<file path="src/rtl/hcsr04_level_monitor.sv">
`timescale 1ns/1ps
`default_nettype none
// ============================================================================
// Module   : hcsr04_level_monitor
// Brief    : HC-SR04 ranging engine. It issues periodic trigger pulses and
//            measures echo width with a timeout. It keeps a moving average of
//            the last 2^AVG_LOG2 good samples, and derives a hysteretic
//            level-OK flag and a consecutive-timeout fault flag.
// Revision : 1.0 - initial release
// ============================================================================
module hcsr04_level_monitor #(
  parameter int TRIG_CYCLES    = 500,
  parameter int PERIOD_CYCLES  = 3_000_000,
  parameter int TIMEOUT_CYCLES = 1_500_000,
  parameter int CNT_W          = 22,
  parameter int AVG_LOG2       = 2,
  parameter int TH_ON          = 30000,
  parameter int TH_OFF         = 33000,
  parameter int ERR_LIMIT      = 3
) (
  input  logic             clk,
  input  logic             rst,
  input  logic             enable_i,
  input  logic             echo_i,
  output logic             trigger_o,
  output logic [CNT_W-1:0] distance_o,
  output logic             valid_o,
  output logic             level_ok_o,
  output logic             timeout_o,
  output logic             fault_o
);

  // --------------------------------------------------------------------------
  // Derived sizes and typed constants
  // --------------------------------------------------------------------------
  localparam int DEPTH  = 1 << AVG_LOG2;
  localparam int SUM_W  = CNT_W + AVG_LOG2;
  localparam int PER_W  = $clog2(PERIOD_CYCLES + 1);
  localparam int TRG_W  = $clog2(TRIG_CYCLES + 1);
  // One phase counter serves the trigger, wait-for-rise and width phases.
  localparam int PH_W   = (CNT_W > TRG_W) ? CNT_W : TRG_W;
  localparam int FILL_W = AVG_LOG2 + 1;
  localparam int ERR_W  = (ERR_LIMIT < 2) ? 1 : $clog2(ERR_LIMIT + 1);

  localparam logic [PH_W-1:0]   C_PH_ONE    = PH_W'(1);
  localparam logic [PH_W-1:0]   C_TRIG_LAST = PH_W'(TRIG_CYCLES - 1);
  localparam logic [PH_W-1:0]   C_TO_LAST   = PH_W'(TIMEOUT_CYCLES - 1);
  localparam logic [PH_W-1:0]   C_TO        = PH_W'(TIMEOUT_CYCLES);
  localparam logic [PER_W-1:0]  C_PER_ONE   = PER_W'(1);
  localparam logic [PER_W-1:0]  C_PER_LAST  = PER_W'(PERIOD_CYCLES - 1);
  localparam logic [FILL_W-1:0] C_FILL_ONE  = FILL_W'(1);
  localparam logic [FILL_W-1:0] C_DEPTH     = FILL_W'(DEPTH);
  localparam logic [ERR_W-1:0]  C_ERR_ONE   = ERR_W'(1);
  localparam logic [ERR_W-1:0]  C_ERR_LIM   = ERR_W'(ERR_LIMIT);
  localparam logic [SUM_W-1:0]  C_TH_ON     = SUM_W'(TH_ON);
  localparam logic [SUM_W-1:0]  C_TH_OFF    = SUM_W'(TH_OFF);

  // FSM encoding
  localparam logic [2:0] S_IDLE = 3'd0;
  localparam logic [2:0] S_TRIG = 3'd1;
  localparam logic [2:0] S_WAIT = 3'd2;
  localparam logic [2:0] S_MEAS = 3'd3;
  localparam logic [2:0] S_HOLD = 3'd4;

  // --------------------------------------------------------------------------
  // Declarations
  // --------------------------------------------------------------------------
  logic [2:0]        state_q, state_d;
  logic [PH_W-1:0]   cnt_q, cnt_d;
  logic [PER_W-1:0]  period_q, period_d;

  logic              echo_meta_q, echo_meta_d;
  logic              echo_s_q, echo_s_d;
  logic              echo_dly_q, echo_dly_d;
  logic              echo_rise, echo_fall;

  logic              good_evt, to_evt;
  logic              good_q, good_d;
  logic [CNT_W-1:0]  sample_q, sample_d;
  logic [CNT_W-1:0]  buf_q [DEPTH];
  logic [CNT_W-1:0]  buf_d [DEPTH];
  logic [SUM_W-1:0]  sum_q, sum_d;
  logic [SUM_W-1:0]  avg_full;
  logic [FILL_W-1:0] fill_q, fill_d;
  logic [ERR_W-1:0]  err_q, err_d;

  logic              trigger_q, trigger_d;
  logic [CNT_W-1:0]  distance_q, distance_d;
  logic              valid_q, valid_d;
  logic              level_q, level_d;
  logic              timeout_q, timeout_d;
  logic              fault_q, fault_d;

  // --------------------------------------------------------------------------
  // Echo synchronizer and edge detect
  // --------------------------------------------------------------------------
  // Shift the asynchronous echo through two stages plus one delayed copy.
  always_comb begin
    echo_meta_d = echo_i;
    echo_s_d    = echo_meta_q;
    echo_dly_d  = echo_s_q;
  end

  // Synchronizer flops.
  always_ff @(posedge clk) begin
    if (!rst) begin
      echo_meta_q <= 1'b0;
      echo_s_q    <= 1'b0;
      echo_dly_q  <= 1'b0;
    end else begin
      echo_meta_q <= echo_meta_d;
      echo_s_q    <= echo_s_d;
      echo_dly_q  <= echo_dly_d;
    end
  end

  // An echo that is already high when WAIT is entered shows no rise, so it is
  // never taken as a measurement start.
  assign echo_rise = echo_s_q & ~echo_dly_q;
  assign echo_fall = ~echo_s_q & echo_dly_q;

  // --------------------------------------------------------------------------
  // FSM
  // --------------------------------------------------------------------------
  // State register.
  always_ff @(posedge clk) begin
    if (!rst) state_q <= S_IDLE;
    else      state_q <= state_d;
  end

  // Next-state logic.
  always_comb begin
    state_d = state_q;
    case (state_q)
      S_IDLE: if (enable_i) state_d = S_TRIG;
      S_TRIG: if (cnt_q == C_TRIG_LAST) state_d = S_WAIT;
      S_WAIT: begin
        if (echo_rise)               state_d = S_MEAS;
        else if (cnt_q == C_TO_LAST) state_d = S_HOLD;
      end
      S_MEAS: begin
        if (echo_fall)          state_d = S_HOLD;
        else if (cnt_q == C_TO) state_d = S_HOLD;
      end
      S_HOLD: if (period_q == C_PER_LAST) state_d = enable_i ? S_TRIG : S_IDLE;
      default: state_d = S_IDLE;
    endcase
  end

  // Output and datapath next values, derived from the current and next state.
  always_comb begin
    // Measurement events
    good_evt = (state_q == S_MEAS) && echo_fall;
    to_evt   = ((state_q == S_WAIT) && !echo_rise && (cnt_q == C_TO_LAST)) ||
               ((state_q == S_MEAS) && !echo_fall && (cnt_q == C_TO));

    // The phase counter restarts on every state change. Entering MEAS starts
    // it at 1, because the rise cycle already had echo_s high.
    cnt_d = '0;
    if ((state_d == state_q) &&
        ((state_q == S_TRIG) || (state_q == S_WAIT) || (state_q == S_MEAS)))
      cnt_d = cnt_q + C_PH_ONE;
    else if ((state_q == S_WAIT) && (state_d == S_MEAS))
      cnt_d = C_PH_ONE;

    // The period counter is zeroed on the trigger-rise edge. It saturates so
    // that HOLD always sees the exit value.
    period_d = period_q;
    if ((state_d == S_TRIG) && (state_q != S_TRIG))
      period_d = '0;
    else if (period_q != C_PER_LAST)
      period_d = period_q + C_PER_ONE;

    // Sample capture stage
    good_d   = good_evt;
    sample_d = good_evt ? cnt_q[CNT_W-1:0] : sample_q;

    // Averaging stage: shift buffer and running sum
    for (int i = 0; i < DEPTH; i++) buf_d[i] = buf_q[i];
    sum_d  = sum_q;
    fill_d = fill_q;
    if (good_q) begin
      buf_d[0] = sample_q;
      for (int i = 1; i < DEPTH; i++) buf_d[i] = buf_q[i-1];
      sum_d = sum_q + SUM_W'(sample_q) - SUM_W'(buf_q[DEPTH-1]);
      if (fill_q != C_DEPTH) fill_d = fill_q + C_FILL_ONE;
    end
    avg_full = sum_d >> AVG_LOG2;

    // Consecutive timeout counter. A good sample clears it.
    err_d = err_q;
    if (good_q)
      err_d = '0;
    else if (to_evt && (err_q != C_ERR_LIM))
      err_d = err_q + C_ERR_ONE;

    // Registered outputs
    trigger_d  = (state_d == S_TRIG);
    timeout_d  = to_evt;
    valid_d    = good_q && (fill_d == C_DEPTH);
    distance_d = valid_d ? avg_full[CNT_W-1:0] : distance_q;

    fault_d = fault_q;
    if (good_q)
      fault_d = 1'b0;
    else if (to_evt && (err_d == C_ERR_LIM))
      fault_d = 1'b1;

    level_d = level_q;
    if (to_evt && (err_d == C_ERR_LIM))
      level_d = 1'b0;
    else if (valid_d) begin
      if (avg_full < C_TH_ON)       level_d = 1'b1;
      else if (avg_full >= C_TH_OFF) level_d = 1'b0;
    end
  end

  // --------------------------------------------------------------------------
  // Datapath and output registers
  // --------------------------------------------------------------------------
  // Counters, averaging state and outputs. A reset also wipes a partial fill.
  always_ff @(posedge clk) begin
    if (!rst) begin
      cnt_q      <= '0;
      period_q   <= '0;
      good_q     <= 1'b0;
      sample_q   <= '0;
      for (int i = 0; i < DEPTH; i++) buf_q[i] <= '0;
      sum_q      <= '0;
      fill_q     <= '0;
      err_q      <= '0;
      trigger_q  <= 1'b0;
      distance_q <= '0;
      valid_q    <= 1'b0;
      level_q    <= 1'b0;
      timeout_q  <= 1'b0;
      fault_q    <= 1'b0;
    end else begin
      cnt_q      <= cnt_d;
      period_q   <= period_d;
      good_q     <= good_d;
      sample_q   <= sample_d;
      for (int i = 0; i < DEPTH; i++) buf_q[i] <= buf_d[i];
      sum_q      <= sum_d;
      fill_q     <= fill_d;
      err_q      <= err_d;
      trigger_q  <= trigger_d;
      distance_q <= distance_d;
      valid_q    <= valid_d;
      level_q    <= level_d;
      timeout_q  <= timeout_d;
      fault_q    <= fault_d;
    end
  end

  assign trigger_o  = trigger_q;
  assign distance_o = distance_q;
  assign valid_o    = valid_q;
  assign level_ok_o = level_q;
  assign timeout_o  = timeout_q;
  assign fault_o    = fault_q;

endmodule
`default_nettype wire
</file>
<file path="config.mk">
export PLATFORM = sky130hd
export DESIGN_NAME = hcsr04_level_monitor
export DESIGN_NICKNAME = d
export VERILOG_FILES = /design/src/rtl/hcsr04_level_monitor.sv
export SDC_FILE = /design/constraint.sdc
export NUM_CORES = 1
export LEC_CHECK = 0
export ABC_CLOCK_PERIOD_IN_PS = 4000
export BUFFER_PORTS_ARGS = -buffer_cell sky130_fd_sc_hd__buf_4
export CORE_MARGIN = 2
export CORE_UTILIZATION = 25
export DETAILED_ROUTE_END_ITERATION = 16
export PLACE_DENSITY_LB_ADDON = 0.08
export REMOVE_ABC_BUFFERS = 1
export SLEW_MARGIN = 20
export SYNTH_ARGS = -nofsm -noshare
export SYNTH_HDL_FRONTEND = slang
export SYNTH_SLANG_ARGS = --single-unit
</file>
<file path="constraint.sdc">
create_clock -name clk -period 4 [get_ports clk]
set_clock_uncertainty 0.05 [all_clocks]
set_input_delay 0.8 -clock clk [delete_from_list [all_inputs] [get_ports clk]]
set_output_delay 0.8 -clock clk [all_outputs]
set_load 0.01 [all_outputs]
</file>
# [Word level (Yosys, flattened, before mapping)]
# Memory sizes are Yosys's and may differ from the RTL's.
# Cells that the tools add are included.
[word_totals] wordCells=100 input_bits=4 out_inout_bits=27 regBits=129 ram_bits=88 n_memories=1
[op_classes] reduce_logical=22 n_mux=25 n_eq_ne=17 n_lt_le_gt_ge=2 bitwise=9 n_addsub=6
[memory_table] name="buf_q" words=4 width=22 read_ports=4 rd_clocked_by_memory_dff=0 write_ports=4 line_no="80" source="logic [CNT_W-1:0] buf_q [DEPTH];"
[op_table] op="two-way mux 22 bit" n=5
[op_table] op="two-way mux 88 bit" n=1
[op_table] op="adder 22 x 1 -> 22 bit, second input constant" n=2
[op_table] op="equality test 22 x 21 -> 1 bit, second input constant" n=2
[op_table] op="two-way mux 3 bit" n=9
[op_table] op="adder 24 x 22 -> 24 bit" n=1
[op_table] op="two-way mux 24 bit" n=1
[op_table] op="subtractor 24 x 22 -> 24 bit" n=1
[op_table] op="equality test 22 bit, second input constant" n=1
[op_table] op="equality test 22 x 9 -> 1 bit, second input constant" n=1
[op_table] op=">= comparator 22 x 16 -> 1 bit, second input constant" n=1
[op_table] op="< comparator 22 x 15 -> 1 bit, second input constant" n=1
[op_table] op="!= test 22 bit, second input constant" n=1
[op_table] op="one-hot mux 3 bit (5 select lines)" n=1
[op_table] op="logical AND 1 bit" n=11
[op_table] op="equality test 3 x 2 -> 1 bit, second input constant" n=3
[op_table] op="equality test 3 x 1 -> 1 bit, second input constant" n=2
[op_table] op="equality test 3 bit, second input constant" n=2
[op_table] op="two-way mux 1 bit" n=6
[op_table] op="OR reduction 2 bit" n=3
[op_table] op="two-way mux 2 bit" n=2
[op_table] op="OR 1 bit" n=4
[op_table] op="adder 3 x 1 -> 3 bit, second input constant" n=1
[op_table] op="equality test 3 bit" n=1
[op_table] op="other kinds (12)" n=18

# [Longest topological paths before layout]
[depth] word_depth=12 mapped_depth=15 ltp_nobuf=15

# [Worst setup path after synthesis]
# OpenSTA, ideal clock, no wires.
[synth_timing] kind="reg2reg" start="register sample_q[1]" end="register level_q, in the netlist level_ok_o" slack_ps=762 t_required_ps=3832 arrival_time_ps=3071 stages_incl_launch_ff=12 synth_period_minus_slack_ps=3238 path_buffers=0 setup_time_ps=118 cell_sequence="dfxtp_1 > inv_1 > fa_1 > fa_1 > nand2b_1 > a21oi_2 > o21ai_1 > a2111oi_2 > a311oi_2 > or4_1 > o21a_1 > o2111a_1"
[synth_between] elab_chain_len=6 word_cells_on_any_way=8 classes_between="add/sub (2); order compare (2); mux (2); reduce/logical (2)"
[synth_rtl] item="from (decl)" line_no="79" source="logic [CNT_W-1:0] sample_q, sample_d;"
[synth_rtl] item="from (signal assigned)" line_no="242" source="sample_q <= sample_d;"
[synth_rtl] item="adder 24 x 22 -> 24 bit (*)" line_no="185" source="sum_d = sum_q + SUM_W'(sample_q) - SUM_W'(buf_q[DEPTH-1]);"
[synth_rtl] item="subtractor 24 x 22 -> 24 bit (*)" line_no="185"
[synth_rtl] item="two-way mux 24 bit (*)" line_no="182" source="if (good_q) begin"
[synth_rtl] item="< comparator 22 x 15 -> 1 bit or >= comparator 22 x 16 -> 1 bit (tied branches)" line_no="213, 214"
[synth_rtl] item="nonzero test 2 bit (no source line)"
[synth_rtl] item="AND reduction 2 bit (no source line)"
[synth_rtl] item="to (signal assigned)" line_no="250" source="level_q <= level_d;"
[synth_rtl] item="to (decl)" line_no="90" source="logic level_q, level_d;"
# Every way passes the cells marked *; elsewhere a longest branch is shown, timed or not.
# A chain may end at the register's enable or synchronous reset.

# [Worst setup path after layout]
[layout_timing] start="register sum_q[13]" end="register level_q, in the netlist level_ok_o"
[layout_between] elab_chain_len=6 word_cells_on_any_way=8 classes_between="add/sub (2); order compare (2); mux (2); reduce/logical (2)"
[layout_rtl] item="from (decl)" line_no="82" source="logic [SUM_W-1:0] sum_q, sum_d;"
[layout_rtl] item="from (signal assigned)" line_no="244" source="sum_q <= sum_d;"
[layout_rtl] item="adder 24 x 22 -> 24 bit" line_no="185"
[layout_rtl] item="subtractor 24 x 22 -> 24 bit" line_no="185"
[layout_rtl] item="two-way mux 24 bit (*)" line_no="182"
[layout_rtl] item="< comparator 22 x 15 -> 1 bit or >= comparator 22 x 16 -> 1 bit (tied branches)" line_no="213, 214"
[layout_rtl] item="nonzero test 2 bit (no source line)"
[layout_rtl] item="AND reduction 2 bit (no source line)"
# Marked as above.

==> impl_summary.md <==
Flow run
Max-cap violations in this run came to 0.

Timing
The slew of the pin with the lowest slew margin is roughly 0.78 ns. Setup violations remaining at the end of the flow were counted as 0. Setup repair after global routing left no endpoint under its margin.

The final worst slack is between 0.2 and 0.3 ns. The minimum period implied by the final worst setup slack is 3.74 ns. The worst relative slew slack is 0.482.

Adding up every negative setup slack in the final design gives 0 ns. The count of final hold-check violations was 0. The total count of max-transition violations in the final report is 0. The highest clock rate is roughly 270 MHz. Of the available clock period, the critical path in the final layout requires 0.935.

Logic synthesis
The number of distinct library cells after synthesis is 73. The synthesized design contains 217 register bits. The part of the Yosys area used for sequential elements is 0.394. During synthesis, Yosys emitted a total of 0 warnings.

A synthesized cell averages around 8.9 um^2. Yosys attributes the largest share of cell area to sky130_fd_sc_hd__dfxtp_1 (39%), sky130_fd_sc_hd__mux2i_1 (8.7%), sky130_fd_sc_hd__nor2b_1 (6.6%), sky130_fd_sc_hd__nand2_1 (4.0%), sky130_fd_sc_hd__fa_1 (4.0%). Of the post-synthesis cell area, the dominant cell type holds 0.394. The most used flip-flop cell after synthesis is sky130_fd_sc_hd__dfxtp_1. The netlist area before placement is 11000 um^2.

The fraction of registers with async set/reset is 0. After technology mapping, the gate count stands at around 1.2k. The number of enable flip-flop cells after synthesis is 0. The largest total area in the synthesized netlist belongs to sky130_fd_sc_hd__dfxtp_1.

Power
The ratio of total power to cell area is 371 nW/um^2. VDD sags by at most 0.000275 V. The standby leakage power is 0.00467 uW.

The completed layout was analyzed and its total power is approximately 4700 uW.

Critical path
STA puts the critical path data required time at 4.44 ns. Data arrives at the worst endpoint at 4.19 ns. The maximum fanout count along the critical path is 8. The sort of element at the start of the critical path is a flip-flop. By startpoint and endpoint, the worst setup path is classified as reg -> reg. For this design, the slowest cell found on the critical path is sky130_fd_sc_hd__fa_1. The highest cell delay on the worst timing path is 0.51 ns. STA classifies the critical path endpoint as a flip-flop. Walking the worst path, the cells encountered are inv_1 > fa_1 > inv_1 > ha_1 > and3_1 > o211ai_1 > o21ai_0 > o21ai_0 > a311oi_2 > o311ai_0 > o31ai_1 > a41o_1 > o2111a_1.

Die
The core region is 43300 um^2. The initial utilization of the core area, before any placement, comes to 0.255. From bottom edge to top edge, the die measures 214 um.

The site row count is 76. The die outline width is 214 um. The I/O pin count is 31. The floorplan die area is ~46000 um^2.

Placed design
The worst slack after detailed placement is between 0.2 and 0.25 ns. The last weighted congestion value of the routability-driven placer is 0.791. Summing all placed instances gives a cell area of 11900 um^2. The HPWL after detailed placement is 19000 um.

The number of I/O port buffers is 30.

Detailed routing
Detailed routing inserted a total of approximately 8.2k vias. The count of nets left with antenna violations after detail routing is 0. The number of iterations in the first detailed-routing pass is 5. The initial DRC count is 484.

The via count normalized by instance count is 4.39. The total DRC errors in the routed layout is 0. Summed over all layers, the routed wires come to around 27000 um.

In the final routed layout, each cell accounts on average for 14.6 um.

Final layout
The layout cell share with drive strength beyond 1 is 0.0880. The number of nets in the layout is roughly 1.3k. Measured on the finished design, the core utilization comes to 0.295. From synthesis to final layout, the design area changed by 15.9%. The finished cells cover 12800 um^2. The number of antenna diodes in the final layout is 0.

GRT
Across every metal layer, demand over resource in global routing totals 0.118. Entering global routing, the biggest net connects 81 pins. The via count of the first global-routing pass was ~8.0k.

The overflow left after global routing is 0. The initial antenna violation count came to 0. The global-route wire length before repair is 44500 um.

Min path
The class of the tightest hold or removal check is reg -> reg.

CTS
Once the clock tree was built, the setup fixing pass inserted 0 buffers. The number of clock buffers inserted by TritonCTS is 26. In this run, post-CTS repair resized a total of 0 instances. The clock input transition at the sequential cells of the worst setup and hold paths is around 0.060 ns. For the worst-skew pair, the clock arrives at the later sink with an insertion delay of around 0.55 ns. The clock drives around 220 sinks.

Clock tree synthesis selected as its root buffer the cell sky130_fd_sc_hd__clkbuf_16. The hold buffer count at cts is 0. The CTS tree is yes. The worst-case clock buffer depth is 3.

The maximum level of the CTS H-tree is 1.

Outcome
The run finished with clean final reports.
-- per-stage QoR --
| step | hold slack, ns | std cells |
|---|---|---|
| after floorplan | 0.362 | 1180 |
| after global placement | 0.370 | 1811 |
| after detailed placement | 0.373 | 1811 |
| after CTS | 0.386 | 1858 |
| after global routing | 0.399 | 1858 |
| final | 0.382 | 1858 |
-- area by class of cell --
class,instances,area [um^2]
inverter,106,398
multi-input combinational,857,6050
timing repair buffer,46,345
clock buffer,39,791
fill,4600,30500
tap,585,732
clock inverter,8,118
sequential,217,4350
-- flip-flops by register name, indices dropped and copies added (netlist names) --
name	cells
fault_o	1
state_q	3
sum_q	24
fill_q	3
err_q	2
good_q	1
trigger_o	1
timeout_o	1
cnt_q	22
period_q	22
echo_dly_d	1
echo_meta_q	1
sample_q	22
level_ok_o	1
valid_o	1
distance_o	22
echo_dly_q	1
buf_q	88
-- power by group --
part           leakage [uW]  switching (uW)  internal, uW
combinational       0.00248            44.9          31.3
sequential          0.00175            5.72          2170
clock              0.000447             949          1550
-- cell usage in the layout (no fill, tap or decap), types with 8 or more instances in the layout --
master,count
sky130_fd_sc_hd__nand2_1,118
sky130_fd_sc_hd__fa_1,22
sky130_fd_sc_hd__and3_1,17
sky130_fd_sc_hd__inv_1,106
sky130_fd_sc_hd__dfxtp_1,216
sky130_fd_sc_hd__nor2_1,89
sky130_fd_sc_hd__nor2b_1,117
sky130_fd_sc_hd__ha_1,30
sky130_fd_sc_hd__buf_4,46
sky130_fd_sc_hd__xnor2_1,26
sky130_fd_sc_hd__mux2i_1,95
sky130_fd_sc_hd__and2_1,15
sky130_fd_sc_hd__a31oi_1,8
sky130_fd_sc_hd__o21ai_0,34
sky130_fd_sc_hd__nand4_1,14
sky130_fd_sc_hd__xor2_1,22
sky130_fd_sc_hd__o211a_1,23
sky130_fd_sc_hd__nand3_1,36
sky130_fd_sc_hd__a21oi_1,33
sky130_fd_sc_hd__or3_1,9
sky130_fd_sc_hd__a21boi_0,23
sky130_fd_sc_hd__nor3_1,19
sky130_fd_sc_hd__clkbuf_16,27
-- synth_stat cells, types with 19 or more instances --
library cell	n
sky130_fd_sc_hd__dfxtp_1	217
sky130_fd_sc_hd__nand2_1	118
sky130_fd_sc_hd__nor2b_1	117
sky130_fd_sc_hd__inv_1	106
sky130_fd_sc_hd__mux2i_1	96
sky130_fd_sc_hd__nor2_1	89
sky130_fd_sc_hd__clkbuf_1	36
sky130_fd_sc_hd__nand3_1	36
sky130_fd_sc_hd__o21ai_0	34
sky130_fd_sc_hd__a21oi_1	33
sky130_fd_sc_hd__ha_1	30
sky130_fd_sc_hd__xnor2_1	26
sky130_fd_sc_hd__a21boi_0	23
sky130_fd_sc_hd__o211a_1	23
sky130_fd_sc_hd__fa_1	22
sky130_fd_sc_hd__xor2_1	22
sky130_fd_sc_hd__nor3_1	20
sky130_fd_sc_hd__buf_2	19
-- worst max-delay path, delay by kind of cell (launching register included) --
kind            cells  cell delay, ns
buf+inv             2            0.12
flops               1            0.40
simple gates        1            0.30
compound gates      8            1.89
fa+ha+maj           2            0.92
-- path summary, 6_finish.rpt --
kind                     startpoint                       to  slack [ns]  depth (start not counted)
max            sum_q[13]$_SDFF_PN0_  level_ok_o$_SDFFE_PP0P_        0.26                         13
max reg2reg    sum_q[13]$_SDFF_PN0_  level_ok_o$_SDFFE_PP0P_        0.26                         13
min reg2reg  echo_meta_q$_SDFF_PN0_    echo_dly_d$_SDFF_PN0_        0.38                          1
min          echo_meta_q$_SDFF_PN0_    echo_dly_d$_SDFF_PN0_        0.38                          1
-- layer usage --
metal | track usage | vias up | share of wire
li1 | - | 4224 | -
met1 | 0.173 | 3810 | 0.53
met2 | 0.176 | 86 | 0.42
met3 | 0.0200 | 42 | 0.035
met4 | 0.0329 | 0 | 0.023
met5 | 0 | - | 0
-- cell families after synthesis --
| logic type | share of synthesized area |
|---|---|
| compound gates | 0.123 |
| xor+xnor | 0.0381 |
| fa+ha+maj | 0.0740 |
| buf+inv | 0.0585 |
| flops | 0.394 |
| mux | 0.0915 |
| simple gates | 0.221 |
Power figures use the tool's default switching activity.
